<file path="config.mk">
export PLATFORM = sky130hd
export DESIGN_NAME = instr_mem_loader_flat
export DESIGN_NICKNAME = d
export VERILOG_FILES = /design/src/rtl/instr_mem_loader_if.sv /design/src/rtl/instr_mem_loader.sv /design/src/flat_wrapper.sv
export SDC_FILE = /design/constraint.sdc
export NUM_CORES = 1
export LEC_CHECK = 0
export CORE_MARGIN = 4
export CORE_UTILIZATION = 50
export DETAILED_ROUTE_END_ITERATION = 8
export HOLD_SLACK_MARGIN = 0.05
export PLACE_DENSITY_LB_ADDON = 0.15
export SYNTH_ARGS = -nofsm -noshare
export SYNTH_HDL_FRONTEND = slang
export SYNTH_SLANG_ARGS = --single-unit
</file>
<file path="constraint.sdc">
create_clock -name Clock -period 7.9 [get_ports Clock]
set_clock_uncertainty 0.15 [all_clocks]
set_input_delay 1.58 -clock Clock [delete_from_list [all_inputs] [get_ports Clock]]
set_output_delay 1.58 -clock Clock [all_outputs]
set_load 0.01 [all_outputs]
</file>
<file path="src/rtl/instr_mem_loader_if.sv">
// Byte-stream input and instruction-memory word-write port of the boot loader.
// The loader sits on the slave side; the byte source and memory sit on the master side.
interface instr_mem_loader_if #(
  parameter int unsigned ADDR_WIDTH = 10
);
  logic                  ByteValid;
  logic [7:0]            ByteData;
  logic                  Wr_En;
  logic [ADDR_WIDTH-1:0] Wr_Addr;
  logic [31:0]           Wr_Data;

  modport master (output ByteValid, ByteData, input Wr_En, Wr_Addr, Wr_Data);
  modport slave  (input ByteValid, ByteData, output Wr_En, Wr_Addr, Wr_Data);
endinterface

</file>
<file path="src/rtl/instr_mem_loader.sv">
// Parses a framed, XOR-checksummed program image from a byte stream into instruction
// memory, holding the CPU in reset until a verified image has been written.
module instr_mem_loader #(
  parameter int unsigned ADDR_WIDTH     = 10,
  parameter logic [7:0]  START_BYTE     = 8'hA5,
  parameter int unsigned TIMEOUT_CYCLES = 1000000,
  parameter int unsigned TO_WIDTH       = 20
) (
  input  logic              Clock,
  input  logic              SysReset,
  instr_mem_loader_if.slave bus,
  output logic              CpuReset_n,
  output logic              LoadDone,
  output logic              LoadError,
  output logic              Busy
);

  localparam int unsigned CAPACITY = 1 << ADDR_WIDTH;

  typedef enum logic [2:0] {IDLE, CNT_LO, CNT_HI, DATA, CHECK, DONE, ERROR} state_t;

  state_t                state_q, state_d;
  logic [15:0]           cnt_q, cnt_d;
  logic [ADDR_WIDTH-1:0] addr_q, addr_d;
  logic [7:0]            csum_q, csum_d;
  logic [1:0]            idx_q, idx_d;
  logic [23:0]           word_q, word_d;
  logic                  wr_en_q, wr_en_d;
  logic [ADDR_WIDTH-1:0] wr_addr_q, wr_addr_d;
  logic [31:0]           wr_data_q, wr_data_d;
  logic                  rst_n_q, rst_n_d;
  logic                  done_q, done_d;
  logic                  err_q, err_d;
  logic                  busy_q, busy_d;
  logic [TO_WIDTH-1:0]   to_q, to_d;

  logic                  start;
  logic [TO_WIDTH-1:0]   to_inc;
  logic [15:0]           n_hdr;

  assign start  = bus.ByteValid && (bus.ByteData == START_BYTE);
  assign to_inc = to_q + 1'b1;

  always_ff @(posedge Clock or negedge SysReset) begin
    if (!SysReset) begin
      state_q   <= IDLE;
      cnt_q     <= '0;
      addr_q    <= '0;
      csum_q    <= '0;
      idx_q     <= '0;
      word_q    <= '0;
      wr_en_q   <= 1'b0;
      wr_addr_q <= '0;
      wr_data_q <= '0;
      rst_n_q   <= 1'b0;
      done_q    <= 1'b0;
      err_q     <= 1'b0;
      busy_q    <= 1'b0;
      to_q      <= '0;
    end else begin
      state_q   <= state_d;
      cnt_q     <= cnt_d;
      addr_q    <= addr_d;
      csum_q    <= csum_d;
      idx_q     <= idx_d;
      word_q    <= word_d;
      wr_en_q   <= wr_en_d;
      wr_addr_q <= wr_addr_d;
      wr_data_q <= wr_data_d;
      rst_n_q   <= rst_n_d;
      done_q    <= done_d;
      err_q     <= err_d;
      busy_q    <= busy_d;
      to_q      <= to_d;
    end
  end

  always_comb begin
    state_d   = state_q;
    cnt_d     = cnt_q;
    addr_d    = addr_q;
    csum_d    = csum_q;
    idx_d     = idx_q;
    word_d    = word_q;
    wr_en_d   = 1'b0;
    wr_addr_d = wr_addr_q;
    wr_data_d = wr_data_q;
    rst_n_d   = rst_n_q;
    done_d    = done_q;
    err_d     = err_q;
    busy_d    = busy_q;
    to_d      = to_q;
    n_hdr     = {bus.ByteData, cnt_q[7:0]};

    case (state_q)
      IDLE, DONE, ERROR: begin
        if (start) begin
          state_d = CNT_LO;
          addr_d  = '0;
          csum_d  = '0;
          idx_d   = '0;
          done_d  = 1'b0;
          err_d   = 1'b0;
          rst_n_d = 1'b0;
          busy_d  = 1'b1;
          to_d    = '0;
        end
      end
      CNT_LO, CNT_HI, DATA, CHECK: begin
        // A byte arriving on the expiry cycle takes priority over the timeout.
        if (bus.ByteValid) begin
          to_d = '0;
          case (state_q)
            CNT_LO: begin
              cnt_d   = {8'h00, bus.ByteData};
              state_d = CNT_HI;
            end
            CNT_HI: begin
              cnt_d = n_hdr;
              if (32'(n_hdr) > CAPACITY) begin
                state_d = ERROR;
                err_d   = 1'b1;
                busy_d  = 1'b0;
              end else if (n_hdr == 16'd0) begin
                state_d = CHECK;
              end else begin
                state_d = DATA;
              end
            end
            DATA: begin
              csum_d = csum_q ^ bus.ByteData;
              idx_d  = idx_q + 1'b1;
              case (idx_q)
                2'd0: word_d[7:0]   = bus.ByteData;
                2'd1: word_d[15:8]  = bus.ByteData;
                2'd2: word_d[23:16] = bus.ByteData;
                default: begin
                  wr_en_d   = 1'b1;
                  wr_data_d = {bus.ByteData, word_q};
                  wr_addr_d = addr_q;
                  addr_d    = addr_q + 1'b1;
                  cnt_d     = cnt_q - 1'b1;
                  if (cnt_q == 16'd1) state_d = CHECK;
                end
              endcase
            end
            default: begin
              if (bus.ByteData == csum_q) begin
                state_d = DONE;
                done_d  = 1'b1;
                rst_n_d = 1'b1;
              end else begin
                state_d = ERROR;
                err_d   = 1'b1;
              end
              busy_d = 1'b0;
            end
          endcase
        end else if (to_inc == TO_WIDTH'(TIMEOUT_CYCLES)) begin
          state_d = ERROR;
          err_d   = 1'b1;
          busy_d  = 1'b0;
          rst_n_d = 1'b0;
        end else begin
          to_d = to_inc;
        end
      end
      default: state_d = IDLE;
    endcase
  end

  assign bus.Wr_En   = wr_en_q;
  assign bus.Wr_Addr = wr_addr_q;
  assign bus.Wr_Data = wr_data_q;
  assign CpuReset_n  = rst_n_q;
  assign LoadDone    = done_q;
  assign LoadError   = err_q;
  assign Busy        = busy_q;

endmodule
</file>
<file path="src/flat_wrapper.sv">
// flat-port wrapper written by rule: the top's interface ports become plain ports
module instr_mem_loader_flat 
#(
  parameter int unsigned ADDR_WIDTH     = 10,
  parameter logic [7:0]  START_BYTE     = 8'hA5,
  parameter int unsigned TIMEOUT_CYCLES = 1000000,
  parameter int unsigned TO_WIDTH       = 20
)
  (Clock, SysReset, CpuReset_n, LoadDone, LoadError, Busy, bus_ByteValid, bus_ByteData, bus_Wr_En, bus_Wr_Addr, bus_Wr_Data);
  instr_mem_loader_if #(.ADDR_WIDTH(ADDR_WIDTH)) bus_i ();
  input  logic Clock;
  input  logic SysReset;
  output logic CpuReset_n;
  output logic LoadDone;
  output logic LoadError;
  output logic Busy;
  input wire logic [$bits(bus_i.ByteValid)-1:0] bus_ByteValid;
  input wire logic [$bits(bus_i.ByteData)-1:0] bus_ByteData;
  output wire logic [$bits(bus_i.Wr_En)-1:0] bus_Wr_En;
  output wire logic [$bits(bus_i.Wr_Addr)-1:0] bus_Wr_Addr;
  output wire logic [$bits(bus_i.Wr_Data)-1:0] bus_Wr_Data;
  assign bus_i.ByteValid = bus_ByteValid;
  assign bus_i.ByteData = bus_ByteData;
  assign bus_Wr_En = bus_i.Wr_En;
  assign bus_Wr_Addr = bus_i.Wr_Addr;
  assign bus_Wr_Data = bus_i.Wr_Data;
  instr_mem_loader #(.ADDR_WIDTH(ADDR_WIDTH), .START_BYTE(START_BYTE), .TIMEOUT_CYCLES(TIMEOUT_CYCLES), .TO_WIDTH(TO_WIDTH)) u_core (.Clock(Clock), .SysReset(SysReset), .bus(bus_i), .CpuReset_n(CpuReset_n), .LoadDone(LoadDone), .LoadError(LoadError), .Busy(Busy));
endmodule
</file>
Word level (Yosys, flattened, before mapping)
Index checks and enable logic that the tools add are counted.
{"block": "classes", "n_addsub": 4, "eq_ne": 28, "div": 0, "muxes": 52, "n_shift": 0, "multipliers": 0, "n_reduce_logical": 26, "magnitude_cmp": 1, "bitwise_logic": 3}
{"operator": "$mux 20", "count": 3}
{"operator": "$pmux 16 s3", "count": 1}
{"operator": "$mux 10", "count": 4}
{"operator": "$pmux 20 s2", "count": 1}
{"operator": "$reduce_and 4->1", "count": 7}
{"operator": "$reduce_and 5->1", "count": 5}
{"operator": "$mux 8", "count": 3}
{"operator": "$mux 3", "count": 7}
{"operator": "$add 20x1->20 const B", "count": 1}
{"operator": "$eq 20x20->1 const B", "count": 1}
{"operator": "$pmux 10 s2", "count": 1}
{"operator": "$mux 1", "count": 17}
{"operator": "$eq 16x1->1 const B", "count": 1}
{"operator": "$gt 16x11->1 const B", "count": 1}
{"operator": "$logic_not 16->1", "count": 1}
{"operator": "$mux 16", "count": 1}
{"operator": "$pmux 8 s2", "count": 1}
{"operator": "$sub 16x1->16 const B", "count": 1}
{"operator": "$pmux 1 s2", "count": 6}
{"operator": "$add 10x1->10 const B", "count": 1}
{"operator": "$eq 3x3->1 const B", "count": 3}
{"operator": "$ne 3x3->1 const B", "count": 3}
{"operator": "$pmux 3 s3", "count": 1}
{"operator": "$reduce_or 3->1", "count": 3}
{"operator": "26 further kinds", "count": 40}
{"block": "totals", "mem_bits_rw": 0, "elab_cells": 131, "output_inout_bits": 47, "register_bits": 130, "romBits": 0, "mem_count": 0, "latchBits": 0}

Depth between registers and ports, before layout
Gate-level depths: netlist (run 1).
{"block": "depth", "depth_word": 6, "mapped_depth": 10, "ltp_nobuf": 9}

Worst setup path before layout (run 1)
No wires, ideal clock.
{"block": "synth_path", "kind": "input to register", "startpoint": "input bus_ByteData[4]", "endpoint": "register u_core.to_q[19]", "path_buffers": 1, "cell_stages": 8, "required_time_ps": 7624, "arrival_time_ps": 3643, "path_slack_ps": 3981, "cell_sequence": "buf_2 > or3_1 > or4_4 > maj3_2 > a22o_1 > clkinv_1 > o21ai_4 > a221o_1"}
{"block": "synth_via", "elab_chain_len": 4}
{"item": "start, declared", "line_no": "flat_wrapper.sv:18", "text": "input wire logic [$bits(bus_i.ByteData)-1:0] bus_ByteData;"}
{"item": "$eq 8x8->1", "line_no": "instr_mem_loader.sv:41", "text": "assign start = bus.ByteValid && (bus.ByteData == START_BYTE);"}
{"item": "$logic_and 1x1->1", "line_no": "instr_mem_loader.sv:41"}
{"item": "$ne 2x1->1 (no source line)"}
{"item": "$reduce_and 3->1 (no source line)"}
{"item": "end signal, assigned", "line_no": "instr_mem_loader.sv:74", "text": "to_q <= to_d;"}
{"item": "end, declared", "line_no": "instr_mem_loader.sv:35", "text": "logic [TO_WIDTH-1:0] to_q, to_d;"}
Every way passes these cells.
A chain may end at the register's enable or synchronous reset.

Worst setup path after layout (run 1)
{"block": "layout_path", "startpoint": "input bus_ByteData[4]", "endpoint": "register u_core.csum_q[4]"}
{"block": "layout_via", "elab_chain_len": 4, "word_cells_on_any_way": 8, "classes_between": "2 x eq/ne; 3 x mux; 1 x bitwise; 2 x reduce/logical"}
{"item": "$eq 8x8->1 / $xor 8x8->8 (equally long branches)", "line_no": "instr_mem_loader.sv:41, instr_mem_loader.sv:131"}
{"item": "$logic_and 1x1->1 / $mux 8 (equally long branches)", "line_no": "instr_mem_loader.sv:41, instr_mem_loader.sv:113"}
{"item": "$ne 2x1->1 (no source line) / $mux 8 (equally long branches)"}
{"item": "$reduce_and 4->1 (no source line) / $pmux 8 s2 (equally long branches)"}
{"item": "end signal, assigned", "line_no": "instr_mem_loader.sv:64", "text": "csum_q <= csum_d;"}
{"item": "end, declared", "line_no": "instr_mem_loader.sv:25", "text": "logic [7:0] csum_q, csum_d;"}
Several ways; a longest one is shown, not always the timed one. The select of a mux whose other input is x is not followed.

==> flow_metrics.tcl, run 1 <==
set metrics [dict create \
    rsz0062_at_grt "no" \
    whs_ns 0.308 \
    worst_pin_slew_ns 1.17 \
    dp_slack_ns 2.91 \
    hold_path.class "flop to flop" \
    maxCapViolCount 0 \
    drc 0 \
    cp-startpoint "bus_ByteData[4]" \
    crit_top_cell "o21ai_0" \
    worstPathCellList "clkdlybuf4s50_1, or3_1, or4_4, nor2b_1, nor2_1, o21ai_0, o21ai_0" \
    hold_buffers 0 \
    via_count 5413 \
    ff2ff_setup_slack_ns 4.39 \
    ioPinCount 58 \
    cts_sinks 130 \
    cts_tree "built" \
    crit_end "u_core.csum_q[4]" \
    synth_seq_area_share_pct 49.7 \
    cts.clk_slew.worst_paths_ns 0.06 \
    hpwl_mm 10.3 \
    synth_top_area_share_pct 49.7 \
    diodes 0 \
    synth_edf_count 0 \
    crit_cells 7 \
    synth_ff_type "dfrtp_1" \
    syn_area_per_cell_um2 8.97 \
    worstSkewPairLatency_ns 0.42 \
    yosys.area.top_type "dfrtp_1" \
    detail_route.wl_per_cell_um 16.2 \
    grt_max_degree 84 \
    yosysWarnings 0 \
    grt_pass1_vias 5251 \
    globalplace.congestion 0.875 \
    die_w_um 122 \
    clkPwrFrac_pct 29.2 \
    cp.arrival_ns 4.74 \
    io_buffer_count 57 \
    final_util_pct 61.0 \
    leakage_nw 3.52 \
    critPathBufInv 1 \
    slew_viol_final 0 \
    rows 41 \
    grt-ovfl-total 0 \
    r2r-start "u_core.to_q[1]" \
    sw_frac_of_total_pct 35.2 \
    path_class "primary input to flop" \
    grt_pass1_wl_mm 25.9 \
    synth_area_leaders "dfrtp_1 50%, nand2_1 10%, mux2_2 4.5%" \
    setup_viol 0 \
    slowest_delay_ns 0.81 \
    design.core.area_um2 12700 \
    post-route-min-period_ns 4.60 \
    async_reset_ff_share_pct 100 \
    worstPathRequired_ns 8.04 \
    r2r-end "u_core.to_q[19]" \
    nFillCells 1100 \
    cts.htree.levels 4 \
    ys_seq_elements 130 \
    critPathTopFamily "simple AND/OR/NAND/NOR gates" \
    synth_commonest_cells "176 x nand2_1, 130 x dfrtp_1, 56 x o21ai_0" \
    die_y_um 122 \
    crit_path_end_kind "flop" \
    max_slew_margin_pct 21.8 \
    viasPerCell 5.69 \
    dieArea_um2 15000 \
    crit_path_start_kind "primary input" \
    cts_post_setup_buffers_inserted 0 \
    grt_usage_pct 21.9 \
    p_sw_mw 0.935 \
    critical_path.slowest_cell "nor2b_1" \
    route.final.wire_length_mm 15.4 \
    final_layout_size_suffix_gt1_share_pct 8.85 \
    status "finished clean" \
    ant_nets 0 \
    r2r_cells 8 \
    drt_iter0_markers 571 \
    synth_most_common_cell "nand2_1" \
    area_growth_syn_to_layout_pct 18.6 \
    cts-root-buf "clkbuf_16" \
    hold_violations 0 \
    intPower_mw 1.72 \
    netlist_area_um2 6550 \
    firstDrtPassIters 5 \
    cts_made_buffers 17 \
    power_frac_comb_pct 31.3 \
    synth.distinct_cells 59 \
    initial_core_util_pct 51.4 \
    timing.setup.tns_ns 0 \
    synth_cells 730 \
    ir_drop_uv 180 \
    syn-num-nets 750 \
    cts_resized 0 \
    cp_max_fo 15 \
    layout_setup_ws_ns 3.30 \
    p_per_area_nw_per_um2 342 \
    num-nets-final 787 \
    clk_path_buf_depth 2 \
    seq_power_share_pct 39.5 \
    antenna_found_initial 0 \
    min_period_over_period_pct 58.2 \
    fmax_mhz 218 \
]
-- worst min-delay path: cells and delay by family (launching register included) --
family	cells	cell delay, ns
DFF	1	0.34
and+or+nand+nor	2	0.10
-- cell families (layout without fill, tap and decap cells) --
kind of cell    count (synthesis)  after routing  share of synthesized area, %
fa+ha+maj                      10             10                          1.89
xor+xnor                       28             28                          3.75
flops                         130            130                          49.7
buf+inv                        57            107                          3.54
compound gates                136            136                          12.8
simple gates                  341            341                          23.6
mux                            28             28                          4.78
-- routing by layer --
metal | global-route usage, % | vias up | routed length, um
met5 | 0 | - | 0
met4 | 9.38 | 0 | 395
met3 | 4.42 | 35 | 929
met2 | 34.5 | 181 | 7160
met1 | 29.6 | 2588 | 6930
li1 | - | 2609 | -
-- metrics by stage --
stage	power (mW)	instance area, um^2	std cells
4_1_cts	2.67	7760	952
2_1_floorplan	1.57	6550	730
6_report	2.65	7760	952
5_1_grt	2.83	7760	952
3_5_place_dp	1.88	7180	920
3_3_place_gp	1.85	7180	920
-- registers in the layout (all words and copies together) (netlist names) --
name                cells
u_core.idx_q            2
u_core.LoadError        1
u_core.to_q            20
u_core.cnt_q           16
u_core.bus.Wr_Data     32
u_core.bus.Wr_Addr     10
u_core.Busy             1
u_core.bus.Wr_En        1
u_core.word_q          24
u_core.LoadDone         1
u_core.csum_q           8
u_core.addr_q          10
u_core.state_q          3
u_core.CpuReset_n       1
-- cell type report --
type | instances | area, um^2 | share of cell area (%)
repair buffers | 60 | 591 | 7.61
flip-flops and latches | 130 | 3250 | 41.9
inverters | 15 | 56.3 | 0.725
well taps | 172 | 215 | 2.77
clock inverters | 12 | 131 | 1.69
multi-input cells | 543 | 3060 | 39.4
clock buffers | 20 | 457 | 5.88
-- layout by cell type (no fill, tap or decap), drive strengths merged, types with 4 or more instances in the layout --
cell / netlist / layout
nor2b: 5 / 5
nor4: 8 / 8
or3: 4 / 4
nor2: 55 / 55
a22o: 4 / 4
clkinv: 1 / 6
a22oi: 4 / 4
buf: 11 / 4
xor2: 12 / 12
and3: 9 / 9
nor3b: 4 / 4
o21ai: 59 / 59
mux2: 26 / 26
nand2: 176 / 176
o211ai: 6 / 6
nand3: 28 / 28
xnor2: 16 / 16
inv: 14 / 16
a211o: 6 / 6
a21oi: 30 / 30
clkbuf: 31 / 20
clkdlybuf4s50: 0 / 56
nand4: 17 / 17
nor3: 19 / 19
ha: 9 / 9
dfrtp: 130 / 130
-- power groups by stage --
stage	clock (mW)	combinational, mW	sequential [mW]
global route	0.826	0.922	1.08
floorplan	0	0.558	1.02
detailed placement	0	0.829	1.05
finish	0.776	0.830	1.05
global placement	0	0.805	1.05
CTS	0.789	0.832	1.04
-- worst min path at each step --
stage | end | start | depth (start not counted)
CTS | u_core.bus.Wr_Data[17] | u_core.word_q[17] | 2
global placement | u_core.bus.Wr_Data[17] | u_core.word_q[17] | 2
floorplan | u_core.bus.Wr_Data[0] | u_core.word_q[0] | 2
global route | u_core.bus.Wr_Data[15] | u_core.word_q[15] | 2
finish | u_core.bus.Wr_Data[17] | u_core.word_q[17] | 2
detailed placement | u_core.bus.Wr_Data[15] | u_core.word_q[15] | 2
No activity file was read; power rests on OpenSTA's default activity.
==> inputs of run 2 (changes only) <==
==> constraint.sdc (replaced) <==
create_clock -name Clock -period 4.5 [get_ports Clock]
set_clock_uncertainty 0.15 [all_clocks]
set_input_delay 0.9 -clock Clock [delete_from_list [all_inputs] [get_ports Clock]]
set_output_delay 0.9 -clock Clock [all_outputs]
set_load 0.01 [all_outputs]
==> run 2 against run 1 <==
- cell count up 1.4%
- largest power group unchanged
- die area did not move
- clock power grew 89%
- highest routed layer unchanged
- via count is 1.8% higher
- sequential power increased by 76%
==> flow_metrics.tcl, run 2 (same netlist as run 1, synthesis figures left out) <==
set metrics [dict create \
    worstSkewPairLatency_ns 0.42 \
    ir_drop_uv 245 \
    p_per_area_nw_per_um2 604 \
    io_buffer_count 57 \
    cts.clk_slew.worst_paths_ns 0.06 \
    design.core.area_um2 12700 \
    hold_violations 0 \
    cts_resized 0 \
    cts_made_buffers 17 \
    leakage_nw 3.61 \
    grt-ovfl-total 0 \
    critical_path.slowest_cell "or4_4" \
    drt_iter0_markers 471 \
    num-nets-final 800 \
    ff2ff_setup_slack_ns 1.24 \
    worst_pin_slew_ns 1.17 \
    cts_post_setup_buffers_inserted 0 \
    crit_path_start_kind "primary input" \
    min_to "u_core.bus.Wr_Data[5]" \
    whs_ns 0.311 \
    r2r-start "u_core.state_q[0]" \
    detail_route.wl_per_cell_um 16.3 \
    min_period_over_period_pct 78.9 \
    via_count 5513 \
    hpwl_mm 10.5 \
    final_util_pct 62.3 \
    antenna_found_initial 0 \
    final_cell_mix "176 x nand2_1, 130 x dfrtp_1, 56 x o21ai_0, 56 x clkdlybuf4s50_1, 55 x nor2_1" \
    path_class "primary input to flop" \
    fmax_mhz 282 \
    post-route-min-period_ns 3.55 \
    cp_max_fo 12 \
    dieArea_um2 15000 \
    drc 0 \
    die_y_um 122 \
    cp-startpoint "bus_ByteData[3]" \
    slowest_delay_ns 0.55 \
    grt_pass1_vias 5159 \
    firstDrtPassIters 5 \
    globalplace.congestion 0.906 \
    r2r-end "u_core.state_q[1]" \
    cts.htree.levels 4 \
    rsz0062_at_grt "no" \
    grt_pass1_wl_mm 26.2 \
    rows 41 \
    largest_register_ffs 32 \
    viasPerCell 5.71 \
    route.final.wire_length_mm 15.8 \
    grt_max_degree 84 \
    setup_viol 0 \
    initial_core_util_pct 51.4 \
    dp.cells 933 \
    stdcell_count 965 \
    worstPathRequired_ns 4.65 \
    die_w_um 122 \
    diodes 0 \
    cts-root-buf "clkbuf_16" \
    hold_path.class "flop to flop" \
    cts_sinks 130 \
    hold_buffers 0 \
    crit_path_end_kind "flop" \
    hold_depth 2 \
    max_slew_margin_pct 21.9 \
    area_growth_syn_to_layout_pct 21.0 \
    cp.arrival_ns 3.70 \
    clk_path_buf_depth 2 \
    ant_nets 0 \
    timing.setup.tns_ns 0 \
    maxCapViolCount 0 \
    cts_tree "built" \
    slew_viol_final 0 \
    nFillCells 1159 \
    status "finished clean" \
    r2r_cells 5 \
    final_layout_size_suffix_gt1_share_pct 10.3 \
    worstPathCellList "clkdlybuf4s50_1, or3_1, or4_4, maj3_2, a22o_1, clkinv_1, o21ai_4, a221o_1" \
    ioPinCount 58 \
    final_common_cell "nand2_1" \
    hold_start "u_core.word_q[5]" \
    grt_usage_pct 22.4 \
]
-- run 2: final cells by class --
class,count,area (um^2),area share (%)
clock buffer,20,457,5.76
clock inverter,12,180,2.27
inverter,15,56.3,0.711
multi-input combinational,543,3060,38.6
sequential,130,3250,41.1
tap,172,215,2.72
timing repair buffer,73,701,8.84
-- run 2: report_power, final --
| group | internal (mW) | switching (mW) |
|---|---|---|
| Clock | 0.957 | 0.509 |
| Combinational | 0.672 | 0.802 |
| Sequential | 1.52 | 0.330 |
-- run 2: worst max path at each step --
stage | depth (start not counted) | end | slack [ns]
floorplan | 8 | u_core.to_q[19] | 1.26
global placement | 8 | u_core.to_q[19] | 0.58
detailed placement | 8 | u_core.to_q[19] | 0.55
CTS | 8 | u_core.to_q[19] | 0.98
global route | 8 | u_core.to_q[19] | 0.87
finish | 8 | u_core.to_q[19] | 0.95
-- run 2: per-layer routing --
metal  wire [um]  share of wire (%)  track usage [%]
met3         881                5.6             4.38
met2        7400                 47             34.9
met5           0                  0                0
met4         286                1.8             7.63
met1        7190                 46             31.5
-- run 2: metrics by stage --
step                      total power, mW  instance area (um^2)  worst slack, ns
final                                4.79                  7920            0.949
after detailed placement             3.32                  7290            0.549
after floorplan                      2.76                  6550             1.26
after global placement               3.26                  7290            0.577
after CTS                            4.80                  7920            0.977
after global routing                 5.09                  7920            0.866
-- run 2: worst max-delay path: cells and delay by family --
kind,cells,cell delay [ns]
AND/OR/NAND/NOR,2,1.02
AO/OA/AOI/OAI,3,0.90
buffers and inverters,2,0.57
adder cells (fa/ha/maj),1,0.32
==> inputs of run 3 (changes only) <==
==> constraint.sdc (replaced) <==
create_clock -name Clock -period 3.48 [get_ports Clock]
set_clock_uncertainty 0.15 [all_clocks]
set_input_delay 0.696 -clock Clock [delete_from_list [all_inputs] [get_ports Clock]]
set_output_delay 0.696 -clock Clock [all_outputs]
set_load 0.01 [all_outputs]
==> run 3 against run 2 <==
- sequential power increased by 26%
- total power increased by 33%
- clock power increased by 33%
- combinational power increased by 41%
- sequential share of layout area decreased by 0.62 points
- cell area increased by 1.5%
- non-clock buffer count increased by 15
- cell count increased by 1.6%
- via count increased by 2.5%
- critical endpoint unchanged
==> flow_metrics.tcl, run 3 (same netlist as run 1, synthesis figures left out) <==
set metrics [dict create \
    initial_core_util_pct 51.4 \
    antenna_found_initial 0 \
    ant_nets 0 \
    cts_sinks 130 \
    min_period_over_period_pct 89.8 \
    route.final.wire_length_mm 16.0 \
    r2r-start "u_core.to_q[0]" \
    drt_iter0_markers 695 \
    power_frac_comb_pct 32.6 \
    leakage_nw 3.68 \
    grt-ovfl-total 0 \
    max_slew_margin_pct 24.5 \
    design.core.area_um2 12700 \
    hold_violations 0 \
    clk_path_buf_depth 2 \
    final_layout_size_suffix_gt1_share_pct 11.6 \
    cts.htree.levels 4 \
    intPower_mw 4.22 \
    rsz0062_at_grt "no" \
    layout_setup_ws_ns 0.354 \
    detail_route.wl_per_cell_um 16.3 \
    die_y_um 122 \
    cts_tree "built" \
    grt_pass1_wl_mm 26.8 \
    diodes 0 \
    final_util_pct 63.2 \
    dp_slack_ns -0.0622 \
    seq_power_share_pct 36.7 \
    io_buffer_count 57 \
    final_cell_mix "176 x nand2_1, 130 x dfrtp_1, 56 x o21ai_0, 56 x clkdlybuf4s50_1, 55 x nor2_1" \
    cp_max_fo 10 \
    status "finished clean" \
    worstPathRequired_ns 3.63 \
    worst_pin_slew_ns 1.13 \
    ioPinCount 58 \
    cts_resized 0 \
    hold_buffers 0 \
    final_common_cell "nand2_1" \
    crit_path_start_kind "primary input" \
    r2r_cells 9 \
    sw_frac_of_total_pct 33.6 \
    slew_viol_final 0 \
    viasPerCell 5.76 \
    die_w_um 122 \
    cts_post_setup_buffers_inserted 0 \
    num-nets-final 815 \
    hold_path.class "primary input to async pin" \
    firstDrtPassIters 6 \
    grt_pass1_vias 5448 \
    design_power_total_mw 6.35 \
    cp-startpoint "bus_ByteData[3]" \
    cts-root-buf "clkbuf_16" \
    ir_drop_uv 473 \
    p_sw_mw 2.13 \
    dp.cells 948 \
    globalplace.congestion 0.954 \
    post-route-min-period_ns 3.13 \
    grt_usage_pct 22.6 \
    fmax_mhz 320 \
    drc 0 \
    worstSkewPairLatency_ns 0.42 \
    p_per_area_nw_per_um2 789 \
    cp.arrival_ns 3.27 \
    hpwl_mm 10.7 \
    path_class "primary input to flop" \
    grt_max_degree 63 \
    setup_viol 0 \
    cts.clk_slew.worst_paths_ns 0.06 \
    largest_register_ffs 32 \
    cts_made_buffers 17 \
    crit_path_end_kind "flop" \
    via_count 5649 \
    maxCapViolCount 0 \
    rows 41 \
    dieArea_um2 15000 \
    stdcell_count 980 \
    area_growth_syn_to_layout_pct 22.9 \
    clkPwrFrac_pct 30.7 \
]
run 3: changes by cell type in the layout (fill, tap and decap cells not counted):
cell and change:
bufinv_16 +1, clkinv_2 -1, buf_4 +15, inv_6 -1, clkinv_4 -3, clkbuf_1 +3, clkinvlp_4 +1
run 3: critical path, stage by stage:
cell	delay, ns
clkdlybuf4s50_1	0.41
or3_1	0.47
or4_4	0.52
maj3_2	0.32
a22o_1	0.27
clkinv_1	0.10
o21ai_4	0.11
a221o_1	0.38
run 3: cell type report:
type / instances / area, um^2
fillers: 1103 / 4680
clock inverters: 9 / 178
flip-flops and latches: 130 / 3250
multi-input cells: 543 / 3060
repair buffers: 88 / 813
clock buffers: 23 / 468
inverters: 15 / 56.3
well taps: 172 / 215
run 3: through the flow:
step / setup TNS, ns / hold WS [ns] / instance area (um^2)
finish: 0 / 0.203 / 8040
global route: 0 / 0.274 / 8040
CTS: 0 / 0.231 / 8040
detailed placement: -0.0622 / 0.300 / 7400
global placement: -0.0135 / 0.295 / 7400
floorplan: 0 / 0.250 / 6550
run 3: final timing paths:
kind	slack (ns)	to
max	0.35	u_core.to_q[19]
min	0.20	u_core.word_q[12]
max reg2reg	0.36	u_core.to_q[13]
min reg2reg	0.31	u_core.bus.Wr_Data[11]
max in group asynchronous	2.16	u_core.state_q[0]
min in group Clock	0.31	u_core.bus.Wr_Data[11]
run 3: power groups by stage:
| stage | combinational, mW | clock [mW] | sequential (mW) |
|---|---|---|---|
| 5_1_grt | 2.29 | 2.05 | 2.39 |
| 2_1_floorplan | 1.27 | 0 | 2.31 |
| 3_5_place_dp | 2.05 | 0 | 2.34 |
| 3_3_place_gp | 1.99 | 0 | 2.31 |
| 4_1_cts | 2.07 | 1.97 | 2.32 |
| 6_report | 2.07 | 1.95 | 2.33 |
run 3: layer usage:
metal	wire length (um)	up-vias	GRT usage (%)
met1	7150	2754	30.4
li1	-	2669	-
met5	0	-	0
met4	284	0	7.70
met2	7560	199	36.3
met3	982	27	4.98
